[src/rtl/pipe_hazard_ctrl.sv]
// Hazard and stall controller for the 5-stage RV64 pipeline.
// Arbitrates halt, ebreak, mem-wait, redirect and load-use; keeps perf counters.
module pipe_hazard_ctrl #(
    parameter int MEM_TIMEOUT = 255,
    parameter int STALL_CNT_W = 32
) (
    input  logic                   clk,
    input  logic                   rst,
    input  logic                   id_valid,
    input  logic                   id_rs1_used,
    input  logic                   id_rs2_used,
    input  logic [4:0]             id_rs1_addr,
    input  logic [4:0]             id_rs2_addr,
    input  logic                   ex_valid,
    input  logic                   ex_reg_wen,
    input  logic [4:0]             ex_reg_waddr,
    input  logic                   ex_is_load,
    input  logic                   ex_redirect,
    input  logic                   ex_ebreak,
    input  logic                   mem_dreq,
    input  logic                   mem_dready,
    output logic                   pc_hold,
    output logic                   if_id_hold,
    output logic                   if_id_flush,
    output logic                   id_ex_hold,
    output logic                   id_ex_bubble,
    output logic                   ex_mem_hold,
    output logic                   mem_wb_bubble,
    output logic                   halted,
    output logic                   timeout_err,
    output logic [STALL_CNT_W-1:0] stall_cnt,
    output logic [15:0]            flush_cnt
);

    localparam int WAIT_W = $clog2(MEM_TIMEOUT + 1);
    localparam logic [WAIT_W-1:0] WAIT_MAX = WAIT_W'(MEM_TIMEOUT);

    typedef enum logic [1:0] {
        S_RUN,
        S_FLUSH,
        S_MEM_WAIT,
        S_HALT
    } state_t;

    state_t                 state_q, state_d;
    logic [WAIT_W-1:0]      wait_q, wait_d;
    logic [STALL_CNT_W-1:0] stall_q, stall_d;
    logic [15:0]            flush_q, flush_d;
    logic                   halted_q, halted_d;
    logic                   tmo_q, tmo_d;

    logic ev_load_use;
    logic ev_mem_wait;
    logic ev_redirect;
    logic ev_ebreak;

    logic frz;
    logic lu;
    logic rd;
    logic fl;
    logic eval_run;

    // Raw hazard events seen this cycle
    always_comb begin
        ev_load_use = ex_valid & ex_is_load & ex_reg_wen
                    & (ex_reg_waddr != 5'd0) & id_valid
                    & ((id_rs1_used & (id_rs1_addr == ex_reg_waddr))
                     | (id_rs2_used & (id_rs2_addr == ex_reg_waddr)));
        ev_mem_wait = mem_dreq & ~mem_dready;
        ev_redirect = ex_valid & ex_redirect;
        ev_ebreak   = ex_valid & ex_ebreak;
    end

    // Priority arbitration: next state, wait counter, flags and action flags
    always_comb begin
        state_d  = state_q;
        wait_d   = wait_q;
        halted_d = halted_q;
        tmo_d    = tmo_q;
        frz      = 1'b0;
        lu       = 1'b0;
        rd       = 1'b0;
        fl       = 1'b0;
        eval_run = 1'b0;

        case (state_q)
            S_HALT: begin
                frz = 1'b1;
            end
            S_MEM_WAIT: begin
                if (ev_ebreak || mem_dready) begin
                    eval_run = 1'b1;
                end else begin
                    frz    = 1'b1;
                    wait_d = wait_q + 1'b1;
                    if (wait_d >= WAIT_MAX) begin
                        state_d  = S_HALT;
                        halted_d = 1'b1;
                        tmo_d    = 1'b1;
                    end
                end
            end
            default: begin
                eval_run = 1'b1;
            end
        endcase

        if (eval_run) begin
            state_d = S_RUN;
            wait_d  = '0;
            if (ev_ebreak) begin
                frz      = 1'b1;
                state_d  = S_HALT;
                halted_d = 1'b1;
            end else if (ev_mem_wait) begin
                frz    = 1'b1;
                wait_d = WAIT_W'(1);
                if (MEM_TIMEOUT <= 1) begin
                    state_d  = S_HALT;
                    halted_d = 1'b1;
                    tmo_d    = 1'b1;
                end else begin
                    state_d = S_MEM_WAIT;
                end
            end else if (ev_redirect) begin
                rd      = 1'b1;
                state_d = S_FLUSH;
            end else if (ev_load_use) begin
                lu = 1'b1;
            end
            // stale fetch squash, dropped when the pipe freezes instead
            fl = (state_q == S_FLUSH) & ~frz;
        end
    end

    // Pipeline register controls, forced to a safe pattern during reset
    always_comb begin
        pc_hold       = frz | lu;
        if_id_hold    = frz | lu;
        if_id_flush   = fl | rd;
        id_ex_hold    = frz;
        id_ex_bubble  = rd | lu;
        ex_mem_hold   = frz;
        mem_wb_bubble = frz;
        if (rst) begin
            pc_hold       = 1'b0;
            if_id_hold    = 1'b0;
            if_id_flush   = 1'b1;
            id_ex_hold    = 1'b0;
            id_ex_bubble  = 1'b1;
            ex_mem_hold   = 1'b0;
            mem_wb_bubble = 1'b1;
        end
    end

    // Saturating perf counters
    always_comb begin
        stall_d = stall_q;
        flush_d = flush_q;
        if (pc_hold && (stall_q != {STALL_CNT_W{1'b1}})) begin
            stall_d = stall_q + 1'b1;
        end
        if (rd && (flush_q != 16'hFFFF)) begin
            flush_d = flush_q + 16'd1;
        end
    end

    // State, counters and sticky flags
    always_ff @(posedge clk) begin
        if (rst) begin
            state_q  <= S_RUN;
            wait_q   <= '0;
            stall_q  <= '0;
            flush_q  <= '0;
            halted_q <= 1'b0;
            tmo_q    <= 1'b0;
        end else begin
            state_q  <= state_d;
            wait_q   <= wait_d;
            stall_q  <= stall_d;
            flush_q  <= flush_d;
            halted_q <= halted_d;
            tmo_q    <= tmo_d;
        end
    end

    assign halted      = halted_q;
    assign timeout_err = tmo_q;
    assign stall_cnt   = stall_q;
    assign flush_cnt   = flush_q;

endmodule
[config.mk]
export PLATFORM = sky130hd
export DESIGN_NAME = pipe_hazard_ctrl
export DESIGN_NICKNAME = d
export VERILOG_FILES = /design/src/rtl/pipe_hazard_ctrl.sv
export SDC_FILE = /design/constraint.sdc
export NUM_CORES = 1
export LEC_CHECK = 0
export BUFFER_PORTS_ARGS = -buffer_cell sky130_fd_sc_hd__buf_2
export CAP_MARGIN = 20
export CORE_MARGIN = 4
export CORE_UTILIZATION = 53
export CTS_BUF_LIST = sky130_fd_sc_hd__clkbuf_2 sky130_fd_sc_hd__clkbuf_4 sky130_fd_sc_hd__clkbuf_8
export DETAILED_ROUTE_END_ITERATION = 6
export PLACE_DENSITY_LB_ADDON = 0.05
export SLEW_MARGIN = 25
export SYNTH_ARGS = -nofsm -noshare
export SYNTH_HDL_FRONTEND = slang
export SYNTH_SLANG_ARGS = --single-unit
[constraint.sdc]
create_clock -name clk -period 4.8 [get_ports clk]
set_input_delay 0.48 -clock clk [delete_from_list [all_inputs] [get_ports clk]]
set_output_delay 0.48 -clock clk [all_outputs]
set_load 0.03 [all_outputs]
# Word level (Yosys, flattened, before mapping)
# Index checks and enable logic that the tools add are counted.
[totals] reg_bits=60 input_bits=27 out_inout_bits=57 word_cells=85
[op_classes] n_addsub=3 order_cmp=1 n_eq_ne=8 n_mux=40 bitwise_logic=18 n_reduce_logical=9
[op_table] op="32-bit by 1-bit adder with 32-bit output (second input constant)" n=1
[op_table] op="32-bit != test (second input constant)" n=1
[op_table] op="1-bit 2-to-1 mux" n=29
[op_table] op="8-bit 2-to-1 mux" n=3
[op_table] op="16-bit by 1-bit adder with 16-bit output (second input constant)" n=1
[op_table] op="16-bit != test (second input constant)" n=1
[op_table] op="2-bit 2-to-1 mux" n=6
[op_table] op="1-bit AND" n=11
[op_table] op="5-bit == test" n=2
[op_table] op="8-bit by 1-bit adder with 8-bit output (second input constant)" n=1
[op_table] op="8-bit >= comparator (second input constant)" n=1
[op_table] op="3-bit AND reduction" n=2
[op_table] op="5-bit nonzero test" n=1
[op_table] op="2-bit == test (second input constant)" n=2
[op_table] op="1-bit bitwise OR" n=4
[op_table] op="1-bit one-hot mux with 2 select lines" n=2
[op_table] op="2-bit nonzero test" n=2
[op_table] op="1-bit NOT" n=3
[op_table] op="2-bit by 1-bit == test with 1-bit output (second input constant)" n=1
[op_table] op="1-bit logical AND" n=2
[op_table] op="2-bit != test (second input constant)" n=1
[op_table] op="2-bit AND reduction" n=1
[op_table] op="1-bit logical OR" n=1

# Longest topological paths before layout
# Gate-level depths: netlist of run 1.
[logic_depth] depth_word=13 mapped_depth=8 mapped_depth_nobuf=7

# Worst setup path after synthesis of run 1
# No wires, ideal clock.
[synth_timing] kind="input-to-output" start="input port ex_reg_waddr[2]" end="output port pc_hold" arrival_ns=2.088 t_required_ns=4.320 setup_slack_ns=2.232 path_stages=8 path_buffers=3 path_cell_list="xnor2_1 > nand4_1 > o22ai_1 > a21oi_2 > buf_4 > buf_2 > nor2_1 > buf_4"
[synth_between] elab_chain_len=11 elab_cells_between_ends=16 cone_classes="eq/ne: 2; mux: 6; bitwise: 7; reduce/logical: 1"
[synth_rtl] element="from (decl)" line_no="16" text="input logic [4:0] ex_reg_waddr,"
[synth_rtl] element="5-bit == test (tied with other cells)" line_no="67" text="& ((id_rs1_used & (id_rs1_addr == ex_reg_waddr))"
[synth_rtl] element="1-bit AND (on tied branches)" line_no="67, 66, 68"
[synth_rtl] element="1-bit bitwise OR or 1-bit AND (tied branches)" line_no="68, 66"
[synth_rtl] element="1-bit AND (*)" line_no="67"
[synth_rtl] element="1-bit 2-to-1 mux (*)" line_no="128" text="end else if (ev_load_use) begin"
[synth_rtl] element="1-bit 2-to-1 mux (*)" line_no="125" text="end else if (ev_redirect) begin"
[synth_rtl] element="1-bit 2-to-1 mux (*)" line_no="115" text="end else if (ev_mem_wait) begin"
[synth_rtl] element="1-bit 2-to-1 mux (*)" line_no="111" text="if (ev_ebreak) begin"
[synth_rtl] element="1-bit 2-to-1 mux (*)" line_no="108" text="if (eval_run) begin"
[synth_rtl] element="1-bit bitwise OR (*)"
[synth_rtl] element="1-bit 2-to-1 mux (*)"
[synth_rtl] element="to (decl)" line_no="22" text="output logic pc_hold,"
# Every way passes the cells marked *; elsewhere a longest branch is shown, timed or not.

# Worst setup path in the final report of run 1
[layout_timing] start="input port ex_reg_waddr[1]" end="output port pc_hold"
[layout_between] elab_chain_len=11 elab_cells_between_ends=16 cone_classes="eq/ne: 2; mux: 6; bitwise: 7; reduce/logical: 1"
[layout_rtl] element="5-bit == test (tied with other cells)" line_no="67"
[layout_rtl] element="1-bit AND (on tied branches)" line_no="67, 66, 68"
[layout_rtl] element="1-bit bitwise OR or 1-bit AND (tied branches)" line_no="68, 66"
[layout_rtl] element="1-bit AND (*)" line_no="67"
[layout_rtl] element="1-bit 2-to-1 mux (*)" line_no="128"
[layout_rtl] element="1-bit 2-to-1 mux (*)" line_no="125"
[layout_rtl] element="1-bit 2-to-1 mux (*)" line_no="115"
[layout_rtl] element="1-bit 2-to-1 mux (*)" line_no="111"
[layout_rtl] element="1-bit 2-to-1 mux (*)" line_no="108"
[layout_rtl] element="1-bit bitwise OR (*)" line_no="138" text="pc_hold = frz | lu;"
[layout_rtl] element="1-bit 2-to-1 mux (*)" line_no="145" text="if (rst) begin"
# Marks and branches as above.

==> results of run 1 <==
## area by class of cell
class	count	area (µm²)
clock buffers	13	166
clock inverters	2	10.0
flip-flops and latches	60	1200
well taps	75	93.8
repair buffers	87	445
inverters	9	33.8
fillers	546	2090
multi-input cells	318	2020
## power by group
| part | internal [mW] | total, mW | switching [mW] |
|---|---|---|---|
| clock network | 0.223 | 0.410 | 0.187 |
| registers | 0.503 | 0.511 | 0.00775 |
| logic | 0.0355 | 0.106 | 0.0703 |
| total | 0.762 | 1.03 | 0.265 |
## critical path, stage by stage
cell and delay, ps:
buf_2 120, or4_1 530, nor2_1 130, nor4b_2 90, a21oi_4 660, nor2_1 100
buf_2 210
## registers in the layout (all words and copies together) (netlist names)
register     flops
halted           1
wait_q           8
flush_cnt       16
state_q          2
timeout_err      1
stall_cnt       32
## metal layers
| metal | vias up | part of all wire |
|---|---|---|
| met1 | 1572 | 0.43 |
| met2 | 91 | 0.51 |
| li1 | 1674 | - |
| met4 | 0 | 0.011 |
| met5 | - | 0 |
| met3 | 10 | 0.050 |
## layout by cell type, fill, tap and decap left out, types with 3 or more instances in the layout
master | Yosys | routed
a21oi_1 | 39 | 39
a311oi_1 | 3 | 3
a31oi_1 | 3 | 3
and3_1 | 7 | 7
and4_1 | 5 | 5
buf_2 | 5 | 83
buf_4 | 4 | 4
clkbuf_8 | 0 | 11
dfxtp_1 | 60 | 60
ha_1 | 4 | 4
inv_1 | 9 | 9
mux2_2 | 4 | 4
nand2_1 | 40 | 40
nand3_1 | 22 | 22
nand4_1 | 13 | 13
nor2_1 | 45 | 45
nor2b_1 | 5 | 5
nor3_1 | 6 | 6
nor4_1 | 7 | 6
o21ai_0 | 7 | 7
o31ai_1 | 23 | 22
o41ai_1 | 4 | 4
or2_2 | 3 | 3
or3_1 | 4 | 4
or4_1 | 24 | 24
xnor2_1 | 22 | 22
xor2_1 | 4 | 4
## cells by family after synthesis
| family | Yosys count |
|---|---|
| simple gates | 195 |
| compound gates | 87 |
| flops | 60 |
| buf+inv | 35 |
| xor+xnor | 26 |
| mux | 6 |
| fa+ha+maj | 4 |
## worst paths after layout
check / startpoint / to / slack [ps] / cells after the start
setup / recovery: ex_reg_waddr[1] / pc_hold / 1980 / 7
hold / removal: timeout_err$_SDFFE_PP0P_ / timeout_err$_SDFFE_PP0P_ / 450 / 2
setup reg to reg: stall_cnt[0]$_SDFFE_PP0P_ / stall_cnt[17]$_SDFFE_PP0P_ / 2290 / 6
hold reg to reg: timeout_err$_SDFFE_PP0P_ / timeout_err$_SDFFE_PP0P_ / 450 / 2
==> results.cfg, run 1 <==
[run_status]
status = finished, final reports clean

[synth]
synthXorXnorAreaFrac = 0.0673
ys_seq_area_frac = 0.355
synth_compound_area_frac = 0.165
synth_mux_area_frac = 0.0192
ys_top_cells_by_count = 60 x dfxtp_1, 45 x nor2_1, 40 x nand2_1
synth_cell_types = 48
ys.flop_type = dfxtp_1
avgSynthCellArea_um2 = 8.19
synth_fa_ha_area_frac = 0.0148
synthCells = 413
synthesis.yosys.warnings = 0
synth_top_area_share = 0.355
synth_seq_cells = 60
synth_edf_count = 0
synth_top_family_by_area = simple AND/OR/NAND/NOR gates
synth_nets = 444
synth_area_leader_cell = dfxtp_1
yosysMostFrequentCell = dfxtp_1
synth.area.top_cells = dfxtp_1 36%, a21oi_1 5.8%, xnor2_1 5.7%
synth-simple-area-share = 0.326
syn_area_um2 = 3380
ys_async_sr_fraction = 0

[clock_tree]
cts_tree = yes
cts_buffer_depth = 2
cts.htree.levels = 3
cts_made_buffers = 9
cts_sinks = 60
clock-root-buffer = clkbuf_8
cts_setup_buffers = 0
clk_latency_ps = 340
cts-resized-gates = 0
clk_pin_slew_ps = 60
cts_hold_buf = 0

[pwr]
power.density_nw_per_um2 = 258
cellLeakagePower_nw = 1.51
power_mw = 1.03
irDropWorstVdd_v = 0.000237

[placed_design]
dp_cells = 549
postPlaceCellArea_um2 = 3800
routabilityCongestion = 0.841
dp_hpwl_mm = 6.02
dp_slack_ps = 1880
portBuffers = 83

[finish]
area_delta_synth_final_pct = 17.4
final_util = 0.655
nets = 516
layout-drive-gt1-share = 0.249
diodes = 0
layout.cells.non_filler = 564
fin_area_um2 = 3970

[grt]
busiest_layer = met2
first_global_vias = 3103
grt_use_met3 = 0.0527
grt-ovfl-total = 0
grt_pass1_wl_mm = 14.1
grtUsageMet2 = 0.395
track_usage = 0.228
grtUsageMet1 = 0.277
grt_max_degree = 48
antenna_found_initial = 0

[worst_setup_path]
end_kind = primary output
cp_max_fo = 38
critPathKind = input pin to primary output
startpoint_type = input pin
required_ps = 4320
worstPathArrival_ps = 2340

[job]
max_cap_viol_count = 0

[die]
die_h_um = 87.9
die_x_um = 87.9
io_pins = 84
initial_core_util = 0.558
dieArea_um2 = 7730
row_count = 28
core_area_um2 = 6060

[sta]
whs_ps = 446
fmax_mhz = 355
min_period_ps = 2820
setup_violations = 0
fin_crit_sh = 0.587
grt_setup_unrepaired = false
hold_violations = 0
slew_headroom = 0.451
drv_slew = 0
setup_slack_ps = 1980
setup_tns_ps = 0
skew_ps = 9.11
worst_slew_pin_slew_ps = 821

[hold_path]
hp-class = flip-flop to flip-flop

[drt]
drc = 0
wl_per_cell_um = 14.9
drtIter0Drc = 142
num_vias = 3347
finalWirelength_mm = 8.39
ant_nets = 0
viasPerCell = 5.93
drt_first_pass_iters = 4
Note: power is estimated with default switching activity, not from simulation.
==> run 2: changes to the inputs <==
- ABC_AREA: not set -> 1
- CORE_UTILIZATION: 53 -> 51
- clock period: 4.8 -> 2.5 ns (I/O delays scaled with it)
==> results.cfg, run 2 <==
[finish]
nets = 740
largest_reg_flops = 32
diodes = 0
final_util = 0.626
final_common_cell = nand2_1
fin_area_um2 = 4640
area_delta_synth_final_pct = 17.0
layout-drive-gt1-share = 0.203
final_cell_mix = 185 x nand2_1, 83 x buf_2, 69 x nor2_1, 68 x nand3_1, 64 x inv_1

[clock_tree]
cts.htree.levels = 3
cts_setup_buffers = 0
clock-root-buffer = clkbuf_8
clk_latency_ps = 350
cts_buffer_depth = 2
cts_sinks = 60
clk_pin_slew_ps = 80
cts_tree = yes
cts_made_buffers = 9

[worst_setup_path]
cpPeakStageDelay_ps = 400
critPathKind = flip-flop to primary output
cp_max_fo = 21
cp_slowest_cell = nand2_2
reg2reg_from = stall_cnt[0]$_SDFFE_PP0P_
r2r-end = stall_cnt[13]$_SDFFE_PP0P_
r2r_slack_ps = 310
r2r_cells = 11
crit_chain = inv_1 -> nor2_1 -> nand2_1 -> nand3_1 -> nor2_1 -> nand3_1 -> nand2_2 -> buf_2
worstPathArrival_ps = 2000
startpoint_type = flip-flop
required_ps = 2250
end_kind = primary output

[synth]
synth_edf_count = 0
synth_seq_cells = 60
synth_nets = 661
synth_cell_types = 35
ys_async_sr_fraction = 0
synthCells = 630
yosysMostFrequentCell = nand2_1
syn_area_um2 = 3960
synth_top_area_share = 0.303
ys.flop_type = dfxtp_1
synth.area.top_cells = dfxtp_1 30%, nand2_1 18%, nand3_1 8.6%
synthesis.yosys.warnings = 0
ys_top_cells_by_count = 185 x nand2_1, 69 x nor2_1, 68 x nand3_1
avgSynthCellArea_um2 = 6.29
ys_seq_area_frac = 0.303
synth_area_leader_cell = dfxtp_1

[placed_design]
portBuffers = 83
postPlaceCellArea_um2 = 4430
routabilityCongestion = 0.962
dp_hpwl_mm = 7.90

[drt]
ant_nets = 0
finalWirelength_mm = 10.7
drtIter0Drc = 203
num_vias = 4165
viasPerCell = 5.12
wl_per_cell_um = 13.1
drt_first_pass_iters = 5
drc = 0

[sta]
slew_headroom = 0.600
skew_ps = 9.94
grt_setup_unrepaired = false
whs_ps = 339
min_period_ps = 2250
worst_slew_pin_slew_ps = 595
hold_violations = 0
fin_crit_sh = 0.901
drv_slew = 0
setup_violations = 0
setup_tns_ps = 0
fmax_mhz = 444

[die]
initial_core_util = 0.535
io_pins = 84
dieArea_um2 = 9250
die_x_um = 96.2
die_h_um = 96.2
core_area_um2 = 7410
row_count = 31

[grt]
first_global_vias = 4000
grt_max_degree = 50
grt-ovfl-total = 0
antenna_found_initial = 0
track_usage = 0.246
grt_pass1_wl_mm = 18.1

[pwr]
irDropWorstVdd_v = 0.000327
cellLeakagePower_nw = 2.03
power.density_nw_per_um2 = 449
power_mw = 2.08

[hold_path]
min_from = ex_ebreak
hold_end = state_q[0]$_SDFFE_PP0P_
hold_path_depth = 5
hp-class = input pin to flip-flop

[job]
max_cap_viol_count = 0

[run_status]
status = finished, final reports clean
==> run 2: cell count changes in the layout (fill, tap and decap cells not counted), moves of 20 or more <==
cell and change:
inv_1 +55, nand2_1 +145, nand3_1 +46, nor2_1 +24, o31ai_1 -22, or4_1 -24
xor2_1 +20
==> run 2: stage by stage <==
stage	worst slack, ps	cells
after global routing	75.7	813
after global placement	341	797
after floorplan	412	630
final	247	813
after detailed placement	249	797
after CTS	226	813
==> run 2: area by class of cell <==
class                   instances  area, µm²
clock inverters                 6       63.8
well taps                      99        124
fillers                       759       2770
inverters                      70        263
flip-flops and latches         60       1200
clock buffers                  10        138
multi-input cells             480       2400
repair buffers                 88        453
==> run 2: worst max-delay path by stage <==
stage / start / endpoint / slack, ps / cells after the start
finish: state_q[1]$_SDFFE_PP0P_ / pc_hold / 250 / 8
global route: state_q[1]$_SDFFE_PP0P_ / pc_hold / 80 / 8
CTS: stall_cnt[0]$_SDFFE_PP0P_ / stall_cnt[0]$_SDFFE_PP0P_ / 230 / 11
detailed placement: stall_cnt[0]$_SDFFE_PP0P_ / stall_cnt[25]$_SDFFE_PP0P_ / 250 / 11
global placement: stall_cnt[0]$_SDFFE_PP0P_ / stall_cnt[0]$_SDFFE_PP0P_ / 340 / 11
floorplan: stall_cnt[0]$_SDFFE_PP0P_ / stall_cnt[22]$_SDFFE_PP0P_ / 410 / 11
==> run 2: metal layers <==
layer	track usage	wire, µm	vias up
li1	-	-	2163
met1	0.304	4740	1861
met2	0.419	5080	123
met3	0.0563	608	18
met4	0.0806	215	0
met5	0	0	-
==> run 2: timing repair <==
item	4_1_cts	5_1_grt
setup endpoints to repair	0	1
endpoints found under the hold margin	0	0
resized for setup	0	1
hold buffers	0	0
==> run 2: critical path, delay by kind of cell, from the launching register on <==
family / cells / cell delay, ps
flip-flops: 1 / 320
buffers and inverters: 2 / 360
AND/OR/NAND/NOR: 6 / 980
==> run 2: cell families (layout without fill, tap and decap cells) <==
group / after synthesis / in the layout / share of synthesized area
flops: 60 / 60 / 0.303
simple gates: 380 / 380 / 0.428
fa+ha+maj: 4 / 4 / 0.0126
compound gates: 68 / 68 / 0.0994
xor+xnor: 28 / 28 / 0.0619
buf+inv: 90 / 174 / 0.0947
==> run 2: report_power, final <==
group	internal, mW	leakage, nW	switching (mW)
sequential	0.966	0.485	0.0101
combinational	0.0614	1.44	0.149
clock	0.485	0.0983	0.412
total	1.51	2.03	0.570
==> run 3: changes to the inputs <==
--- a/config.mk
+++ b/config.mk
@@ -14,4 +14,5 @@
 export DETAILED_ROUTE_END_ITERATION = 6
 export PLACE_DENSITY_LB_ADDON = 0.05
+export RECOVER_POWER = 50
 export SLEW_MARGIN = 25
 export SYNTH_ARGS = -nofsm -noshare
==> constraint.sdc (replaced) <==
create_clock -name clk -period 2.5 [get_ports clk]
set_input_delay 0.625 -clock clk [delete_from_list [all_inputs] [get_ports clk]]
set_output_delay 0.625 -clock clk [all_outputs]
set_load 0.03 [all_outputs]
==> results.cfg, run 3 (synthesis gave the netlist of run 2 again) <==
[worst_setup_path]
critPathKind = input pin to primary output
reg2reg_from = stall_cnt[1]$_SDFFE_PP0P_
end_kind = primary output
r2r_slack_ps = 280
required_ps = 1880
startpoint_type = input pin
crit_path_start = ex_valid
crit_chain = buf_2 -> nand2_1 -> inv_2 -> nor2_2 -> nand3_1 -> nor2_2 -> nand3_1 -> nand2_2 -> clkbuf_4
cp_slowest_cell = clkbuf_4
cpPeakStageDelay_ps = 200
cp_max_fo = 4
r2r_cells = 11
r2r-end = stall_cnt[26]$_SDFFE_PP0P_
worstPathArrival_ps = 1720

[pwr]
power_mw = 2.11
irDropWorstVdd_v = 0.000239
power.density_nw_per_um2 = 458
cellLeakagePower_nw = 1.86

[sta]
hold_violations = 0
grt_setup_unrepaired = false
min_period_ps = 2350
slew_headroom = 0.610
worst_slew_pin_slew_ps = 586
drv_slew = 0
setup_violations = 0
setup_tns_ps = 0
fmax_mhz = 426
skew_ps = 9.56
fin_crit_sh = 0.939

[grt]
grt_pass1_wl_mm = 17.9
antenna_found_initial = 0
grt_use_met3 = 0.0555
grtUsageMet1 = 0.284
grtUsageMet2 = 0.413
busiest_layer = met2
grt_max_degree = 50
first_global_vias = 4112
grt-ovfl-total = 0
track_usage = 0.242

[drt]
ant_nets = 0
finalWirelength_mm = 10.6
drc = 0
drtIter0Drc = 235
drt_first_pass_iters = 5
num_vias = 4243
viasPerCell = 5.19
wl_per_cell_um = 13.0

[finish]
area_delta_synth_final_pct = 16.5
nets = 744
final_common_cell = nand2_1
largest_reg_flops = 32
final_cell_mix = 185 x nand2_1, 68 x nor2_1, 68 x nand3_1, 64 x inv_1, 60 x dfxtp_1
diodes = 0
layout-drive-gt1-share = 0.148

[clock_tree]
cts_sinks = 60
clk_pin_slew_ps = 70
clock-root-buffer = clkbuf_8
cts_made_buffers = 9
cts_buffer_depth = 2
cts.htree.levels = 3
cts_tree = yes
clk_latency_ps = 340

[die]
row_count = 31
dieArea_um2 = 9250
die_h_um = 96.2
io_pins = 84
initial_core_util = 0.535
die_x_um = 96.2
core_area_um2 = 7410

[placed_design]
portBuffers = 83
routabilityCongestion = 1.02
dp_hpwl_mm = 7.93

[hold_path]
hold_end = timeout_err$_SDFFE_PP0P_
hp-class = flip-flop to flip-flop
min_from = timeout_err$_SDFFE_PP0P_
hold_path_depth = 2

[job]
max_cap_viol_count = 0

[run_status]
status = finished, final reports clean
run 3: routing by layer:
layer  share of wire  vias to the layer above
met1            0.43                     1909
met4           0.025                        0
met3           0.066                       29
met2            0.48                      125
met5               0                        -
li1                -                     2180
run 3: critical path: cells and delay by family:
| family | cells | cell delay, ps |
|---|---|---|
| simple gates | 6 | 740 |
| buf+inv | 3 | 370 |
run 3: cell type report:
type                    count  area (µm²)
clock inverters             4        47.5
clock buffers              12         159
well taps                  99         124
fillers                   771        2790
flip-flops and latches     60        1200
inverters                  70         263
repair buffers             92         433
multi-input cells         480        2390
run 3: what timing repair did:
action	in CTS	in global routing
hold endpoints to repair	0	0
setup endpoints to repair	0	2
setup buffers	0	0
resized for setup	0	3
hold buffers	0	0
run 3: how the worst max path moves through the flow:
stage	end
6_report	if_id_hold
5_1_grt	pc_hold
4_1_cts	if_id_hold
3_5_place_dp	stall_cnt[30]$_SDFFE_PP0P_
3_3_place_gp	stall_cnt[5]$_SDFFE_PP0P_
2_1_floorplan	pc_hold
run 3: metrics by stage:
| step | worst slack [ps] | std cells | area [µm²] | util | hold WS (ps) |
|---|---|---|---|---|---|
| after CTS | 137 | 817 | 4660 | 0.630 | 461 |
| final | 153 | 817 | 4620 | 0.623 | 460 |
| after detailed placement | 78.3 | 801 | 4460 | 0.602 | 448 |
| after global placement | 154 | 801 | 4460 | 0.602 | 437 |
| after global routing | 6.76 | 817 | 4620 | 0.623 | 494 |
| after floorplan | 33.7 | 630 | 3960 | - | 457 |
run 3: where the power goes:
part	internal [mW]	leakage [nW]	switching, mW	total [mW]
sequential	0.966	0.485	0.00892	0.975
combinational	0.0667	1.27	0.153	0.220
clock	0.523	0.106	0.395	0.917
total	1.56	1.86	0.557	2.11
